File: config.mk
export PLATFORM = sky130hd
export DESIGN_NAME = vsd_timer_irq_ctrl
export DESIGN_NICKNAME = d
export VERILOG_FILES = /design/src/rtl/vsd_timer_irq_ctrl.sv
export SDC_FILE = /design/constraint.sdc
export NUM_CORES = 1
export LEC_CHECK = 0
export CORE_MARGIN = 5
export CORE_UTILIZATION = 46
export CTS_CLUSTER_DIAMETER = 120
export CTS_CLUSTER_SIZE = 8
export DETAILED_ROUTE_END_ITERATION = 8
export PLACE_DENSITY = 0.89
export SLEW_MARGIN = 30
export SYNTH_ARGS = -nofsm -noshare
export SYNTH_HDL_FRONTEND = slang
export SYNTH_HIERARCHICAL = 1
export SYNTH_SLANG_ARGS = --single-unit
File: constraint.sdc
create_clock -name clk -period 2.58 [get_ports clk]
set_clock_uncertainty 0.1 [all_clocks]
set_input_delay 0.387 -clock clk [delete_from_list [all_inputs] [get_ports clk]]
set_output_delay 0.387 -clock clk [all_outputs]
set_load 0.01 [all_outputs]
File: src/rtl/vsd_timer_irq_ctrl.sv
// vsd_timer_irq_ctrl: event capture and interrupt controller downstream of the
// VSD timer. Detects rising edges on NSRC event inputs, latches them in sticky
// PEND bits, flags overruns in OVR, counts events per source with saturation,
// and drives a maskable level irq. Register bus: sel/we/addr/wdata/rdata.
//
// Ports:
//   clk, resetn          clock, async active-low reset
//   sel, we, addr, wdata bus request (write on sel&we, read on sel&~we)
//   rdata                combinational read data (0 when not reading)
//   evt_in[NSRC-1:0]     synchronous event inputs (bit 0 = timer timeout)
//   irq                  gen & |(PEND & MASK)
//
// Map: 0x00 CTRL.gen, 0x04 MASK, 0x08 PEND (W1C), 0x0C OVR (W1C),
//      0x10+4*i COUNT_i (any write clears).

// Per-source lane: edge detect, sticky pending/overrun, saturating counter.
module vsd_timer_irq_lane #(
  parameter int CNT_W = 8
) (
  input  logic             clk,
  input  logic             resetn,
  input  logic             gen_i,
  input  logic             evt_i,
  input  logic             pclr_i,
  input  logic             oclr_i,
  input  logic             cclr_i,
  output logic             pend_o,
  output logic             ovr_o,
  output logic [CNT_W-1:0] cnt_o
);
  localparam logic [CNT_W-1:0] ONE = CNT_W'(1);

  logic             evt_q, pend_q, pend_d, ovr_q, ovr_d;
  logic [CNT_W-1:0] cnt_q, cnt_d;
  logic             cap;

  // evt_q tracks the input even while disabled, so a level held across a
  // gen 0->1 transition does not produce a late rise.
  assign cap = gen_i & evt_i & ~evt_q;

  always_comb begin
    // A rise beats a same-cycle W1C; overrun only if PEND survives this cycle.
    pend_d = cap | (pend_q & ~pclr_i);
    ovr_d  = (cap & pend_q & ~pclr_i) | (ovr_q & ~oclr_i);
    cnt_d  = cnt_q;
    if (cclr_i)                 cnt_d = cap ? ONE : '0;
    else if (cap && cnt_q != '1) cnt_d = cnt_q + ONE;
  end

  always_ff @(posedge clk or negedge resetn) begin
    if (!resetn) begin
      evt_q  <= 1'b0;
      pend_q <= 1'b0;
      ovr_q  <= 1'b0;
      cnt_q  <= '0;
    end else begin
      evt_q  <= evt_i;
      pend_q <= pend_d;
      ovr_q  <= ovr_d;
      cnt_q  <= cnt_d;
    end
  end

  assign pend_o = pend_q;
  assign ovr_o  = ovr_q;
  assign cnt_o  = cnt_q;
endmodule

module vsd_timer_irq_ctrl #(
  parameter int NSRC  = 4,
  parameter int CNT_W = 8
) (
  input  logic            clk,
  input  logic            resetn,
  input  logic            sel,
  input  logic            we,
  input  logic [31:0]     addr,
  input  logic [31:0]     wdata,
  output logic [31:0]     rdata,
  input  logic [NSRC-1:0] evt_in,
  output logic            irq
);
  logic                       wr;
  logic [5:0]                 idx;
  logic                       gen_q;
  logic [NSRC-1:0]            mask_q;
  logic [NSRC-1:0]            pend, ovr, pclr, oclr, cclr;
  logic [NSRC-1:0][CNT_W-1:0] cnt;
  logic                       unused_bits;

  assign wr  = sel & we;
  assign idx = addr[7:2];
  assign unused_bits = ^{addr[31:8], addr[1:0], wdata};

  always_comb begin
    pclr = (wr && idx == 6'd2) ? wdata[NSRC-1:0] : '0;
    oclr = (wr && idx == 6'd3) ? wdata[NSRC-1:0] : '0;
    cclr = '0;
    for (int i = 0; i < NSRC; i++) cclr[i] = wr && (idx == 6'(4 + i));
  end

  always_ff @(posedge clk or negedge resetn) begin
    if (!resetn) begin
      gen_q  <= 1'b0;
      mask_q <= '0;
    end else if (wr) begin
      if (idx == 6'd0) gen_q  <= wdata[0];
      if (idx == 6'd1) mask_q <= wdata[NSRC-1:0];
    end
  end

  for (genvar g = 0; g < NSRC; g++) begin : g_lane
    vsd_timer_irq_lane #(.CNT_W(CNT_W)) u_lane (
      .clk    (clk),
      .resetn (resetn),
      .gen_i  (gen_q),
      .evt_i  (evt_in[g]),
      .pclr_i (pclr[g]),
      .oclr_i (oclr[g]),
      .cclr_i (cclr[g]),
      .pend_o (pend[g]),
      .ovr_o  (ovr[g]),
      .cnt_o  (cnt[g])
    );
  end

  always_comb begin
    rdata = '0;
    if (sel && !we) begin
      case (idx)
        6'd0:    rdata = {31'd0, gen_q};
        6'd1:    rdata = 32'(mask_q);
        6'd2:    rdata = 32'(pend);
        6'd3:    rdata = 32'(ovr);
        default: for (int i = 0; i < NSRC; i++)
                   if (idx == 6'(4 + i)) rdata = 32'(cnt[i]);
      endcase
    end
  end

  // Built only from registered state, so no combinational glitches.
  assign irq = gen_q & |(pend & mask_q);
endmodule

; ---- Yosys cells after proc, flatten, opt, wreduce, memory -nomap -nowiden
; Index checks and enable logic that the tools add are counted.
[totals]
register_bits = 49
in_bits = 72
out_inout_bits = 33
[op_classes]
addsub = 4
n_reduce_logical = 20
bitwise_logic = 47
n_mux = 20
eq_ne = 11
[ops]
columns = operator, count
row1 = $mux 32, 4
row2 = $pmux 32 s4, 1
row3 = $mux 8, 9
row4 = $add 8x1->8 const B, 4
row5 = $ne 8x8->1 const B, 4
row6 = $and 1x1->1, 26
row7 = $eq 6x3->1 const B, 4
row8 = $eq 6x2->1 const B, 2
row9 = $not 1->1, 12
row10 = $logic_and 1x1->1, 11
row11 = $mux 4, 2
row12 = $or 1x1->1, 8
row13 = $reduce_bool 2->1, 4
row14 = $eq 6x1->1 const B, 1
row15 = $logic_not 6->1, 1
row16 = $and 4x4->4, 1
row17 = $mux 1, 4
row18 = $reduce_and 2->1, 2
row19 = $reduce_or 4->1, 1
row20 = $logic_not 1->1, 1

; ---- Logic depth before layout (Yosys ltp)
[depth]
ltp_word = 7
depth_mapped = 9
mapped_depth_nobuf = 6

; ---- Modules after synthesis
; Netlist, hierarchy kept.
[modules_own_cells]
columns = module, area_per_inst_um2, cells_per_inst, n_inst
row1 = vsd_timer_irq_lane, 544.3, 55, 4
row2 = vsd_timer_irq_ctrl, 922.1, 105, 1

; ---- Least setup slack after synthesis
; OpenSTA, ideal clock, no wires.
[synth_timing]
path_kind = input -> output
startpoint = in addr[7]
endpoint = out rdata[0]
arrival_ps = 1800
path_stages = 5
n_path_buf = 2
required_time_ps = 2093
slack_ps = 293
path_cell_list = or4b_1 > buf_2 > or3b_1 > buf_6 > o22ai_1
[synth_between]
elab_chain_cells = 7
[synth_rtl]
columns = item, line_no
row1 = start: declaration, 77  ; input logic [31:0] addr,
row2 = $eq 6x3->1, 136  ; if (idx == 6'(4 + i)) rdata = 32'(cnt[i]);
row3 = $mux 8, 136
row4 = $mux 32 (3 in series), 136
row5 = $pmux 32 s4 *, 130  ; case (idx)
row6 = $mux 32 *, 129  ; if (sel && !we) begin
row7 = end: declaration, 79  ; output logic [31:0] rdata,
; Every way passes the cells marked *; elsewhere a longest branch is shown, timed or not.

; ---- Worst setup path after layout
[layout_timing]
startpoint = in addr[7]
endpoint = out rdata[3]
; Same word-level chain as after synthesis.

==> key figures <==
Clock tree
  – CTS Root Buffer Type: clkbuf_8
  – Clk_lat worst skew: 300 ps
  – Cts bufs inserted: 5
  – CTS tree: yes
  – H-tree levels: 2
  – Hold_buf cts: 0
  – Clock transition at the registers of the reported paths: 80 ps
  – Clock sink count: 49
  – Longest Clk Path Bufs: 2

Yosys
  – Post-Syn Area: 3100 um^2
  – Synth Area in Simple Gates: 25.8%
  – Seq/Total Area, Yosys: 39.6%
  – Mux cell area share after synthesis: 9.29%
  – Main synth FF type: dfrtp_1
  – Ys async rst share: 100%
  – Post-synth EDFFs: 0
  – XOR/XNOR Fraction of Synth Area: 0%
  – Largest family of logic cells by synthesized area: simple AND/OR/NAND/NOR gates
  – Flops & latches, synth: 49
  – Compound-gate portion of the synthesized area: 14.2%
  – Mapped Avg Cell Area: 9.54 um^2
  – Cell variety after synth: 42
  – Syn Inst Count: 325
  – Yosys warns: 6
  – Adder-cell share of the synthesized area: 1.61%

GRT
  – Vias in the first global route: 2649
  – Largest net degree at the start of global routing: 30
  – Initial antenna violation count: 0
  – M1 GR Usage: 21.2%
  – Met2 usage: 31.6%
  – First-pass GRT wire length: 12400 um
  – All-Layer GR Usage: 18.2%
  – Grt ovf: 0
  – GRT met3 Usage: 4.02%
  – Layer with the highest usage: met2

Final layout
  – Antenna Cells: 0
  – Area growth syn-to-layout: 15.0%
  – # nets final: 442
  – Share of layout cells above drive strength 1: 20.0%
  – # fillers: 553
  – Final non-filler cell total: 445
  – Final core occ: 53.4%

Job
  – Max-cap violations: 0

Worst setup path
  – CP startpoint kind: input pin
  – Reg2reg end: g_lane[1].u_lane/cnt_o[1]
  – Internal reg-to-reg setup slack: 740 ps
  – R2R cell count: 5
  – CP Capture Type: output port
  – Crit Path Class: input pin to output port
  – WP data arrival: 2040 ps
  – Worst R2R Start: g_lane[1].u_lane/cnt_o[0]
  – Worst-path maximum fanout: 4
  – Critical path required time: 2090 ps

Timing
  – Fin. Hold Viols: 0
  – Fin crit period: 2530 ps
  – Highest Clock Rate: 395 MHz
  – Final critical-path share of the clock period: 98.0%
  – Slew HR: 54.0%
  – Setup-failing EPs final: 0
  – RSZ-0062 raised after global routing: no
  – Max Slew Vio Count: 0
  – Slew of the pin with the lowest slew margin: 690 ps
  – Worst hold slack: 21.5 ps

Power
  – Pwr Total: 1.71 mW
  – Comb power frac: 20.3%
  – Clk network pwr share: 24.6%
  – NetSw: 0.518 mW
  – Sequential power share: 55.1%
  – Maximum VDD drop: 0.000241 V
  – Int Power: 1.19 mW
  – Leak: 1.60 nW
  – Switching Fraction: 30.3%
  – P per Cell Area: 480 nW/um^2

Placed design
  – Routability cong.: 0.905
  – Dpl cells: 439
  – Port buffer count: 26
  – Dpl hpwl: 5570 um

Floorplan
  – Row count: 30
  – Starting Density: 46.4%
  – DIE HEIGHT: 92.1 um
  – Die area: 8480 um^2
  – Die width: 92.1 um
  – IO Count: 105
  – Core area: 6680 um^2

Routing
  – DR iter-0 viols: 234
  – Total detailed-routing wirelength: 7580 um
  – WL/cell: 17.0 um
  – Vias: 2676
  – DRC: 0
  – DRT Pass-1 Iters: 7
  – Antenna viol nets, final: 0
  – Vias per inst: 6.01

Hold path
  – Min-Delay Path Class: input pin to async pin

Run status
  – Outcome: completed
-- critical path, cell delays in order --
cell and delay, ps:
dlygate4sd2_1 240, or4b_4 530, or3b_4 450, buf_6 150, o22ai_2 140, buf_2 150
-- through the flow --
| stage | TNS, ps | instance area (um^2) | setup WS, ps |
|---|---|---|---|
| 2_1_floorplan | 0 | 3190 | 293 |
| 4_1_cts | 0 | 3560 | 35.6 |
| 3_3_place_gp | -4530 | 3480 | -584 |
| 6_report | 0 | 3560 | 51.2 |
| 5_1_grt | 0 | 3560 | 2.40 |
| 3_5_place_dp | -5010 | 3480 | -664 |
-- repair_timing --
action | in CTS | in global routing
pin swaps | 9 | 2
resized for setup | 47 | 0
endpoints found under the setup margin | 8 | 4
setup buffers | 0 | 0
-- sequential cells by signal (all words and copies together) (netlist names) --
register / cells
g_lane.u_lane/cnt_o: 32
g_lane.u_lane/evt_q: 4
g_lane.u_lane/ovr_o: 4
g_lane.u_lane/pend_o: 4
mask_q: 4
gen_q: 1
-- Yosys cell counts, types with 4 or more instances --
master    instances  area (um^2)
clkbuf_1          7         26.3
mux2i_1           4         40.0
nor3_1           25          125
o2111a_1          4         45.0
or2_1             4         25.0
and3b_2           4         40.0
mux2_1            6         67.6
nand3_1          12         60.1
a32o_1            4         40.0
o21ai_0          12         60.1
and2_1            8         50.1
a21oi_1          16         80.1
or3_2             4         30.0
a31o_2            4         35.0
nor2_1           20         75.1
nand3b_4          4         80.1
mux4_2            5          113
ha_1              4         50.1
a211oi_1          4         30.0
inv_1            15         56.3
nand4_1           4         25.0
dfrtp_1          49         1230
nand2b_1          6         37.5
nand2_1          18         67.6
o22ai_1          12         75.1
mux2_2            6         67.6
a22oi_1           5         37.5
and3_1            4         25.0
nor3_2            5         50.1
buf_4            24          180
nor2b_1           5         31.3
o31ai_1           4         30.0
or4_1             5         37.5
-- cell usage in the layout, fill, tap and decap left out, drive strengths merged, types with 6 or more instances in the layout --
cell type	Yosys	layout
dfrtp	49	49
nor3	30	30
buf	27	28
conb	1	24
nor2	20	20
nand2	18	18
a21oi	16	16
inv	15	15
clkdlybuf4s50	0	13
nand3	12	12
o21ai	12	12
o22ai	12	12
mux2	12	12
and2	8	8
nand2b	6	6
-- per-layer routing --
metal	vias up	routed length [um]
met5	-	0
met4	0	236
met3	31	497
met2	136	3880
met1	1278	2970
li1	1231	-
-- layout make-up --
type                            instances  area (um^2)  area share [%]
Timing Repair Buffer                   45          385            10.8
Clock inverter                          1         5.00           0.140
Clock buffer                            5         68.8            1.93
Inverter                               17         63.8            1.79
Tap cell                               80          100            2.81
Multi-Input combinational cell        248         1720            48.1
Sequential cell                        49         1230            34.4
-- cell families (layout without fill, tap and decap cells) --
logic type / count (synthesis) / in the layout
and+or+nand+nor: 133 / 133
adders and majority gates: 4 / 4
DFF: 49 / 49
AOI/OAI and AO/OA: 66 / 66
buffers and inverters: 51 / 68
other: 1 / 24
muxes: 21 / 21
-- worst max path at each step --
stage	startpoint	endpoint	slack (ps)
2_1_floorplan	addr[7]	rdata[0]	290
3_3_place_gp	addr[7]	rdata[5]	-580
3_5_place_dp	addr[6]	rdata[4]	-660
4_1_cts	addr[6]	rdata[1]	40
5_1_grt	addr[7]	rdata[1]	2
6_report	addr[7]	rdata[3]	50
-- power groups by stage --
stage	clock, mW	sequential [mW]	combinational [mW]
6_report	0.421	0.944	0.348
5_1_grt	0.459	0.952	0.384
4_1_cts	0.433	0.939	0.343
3_5_place_dp	0	0.953	0.326
3_3_place_gp	0	0.945	0.304
2_1_floorplan	0	0.924	0.237
Power figures use the tool's default switching activity.
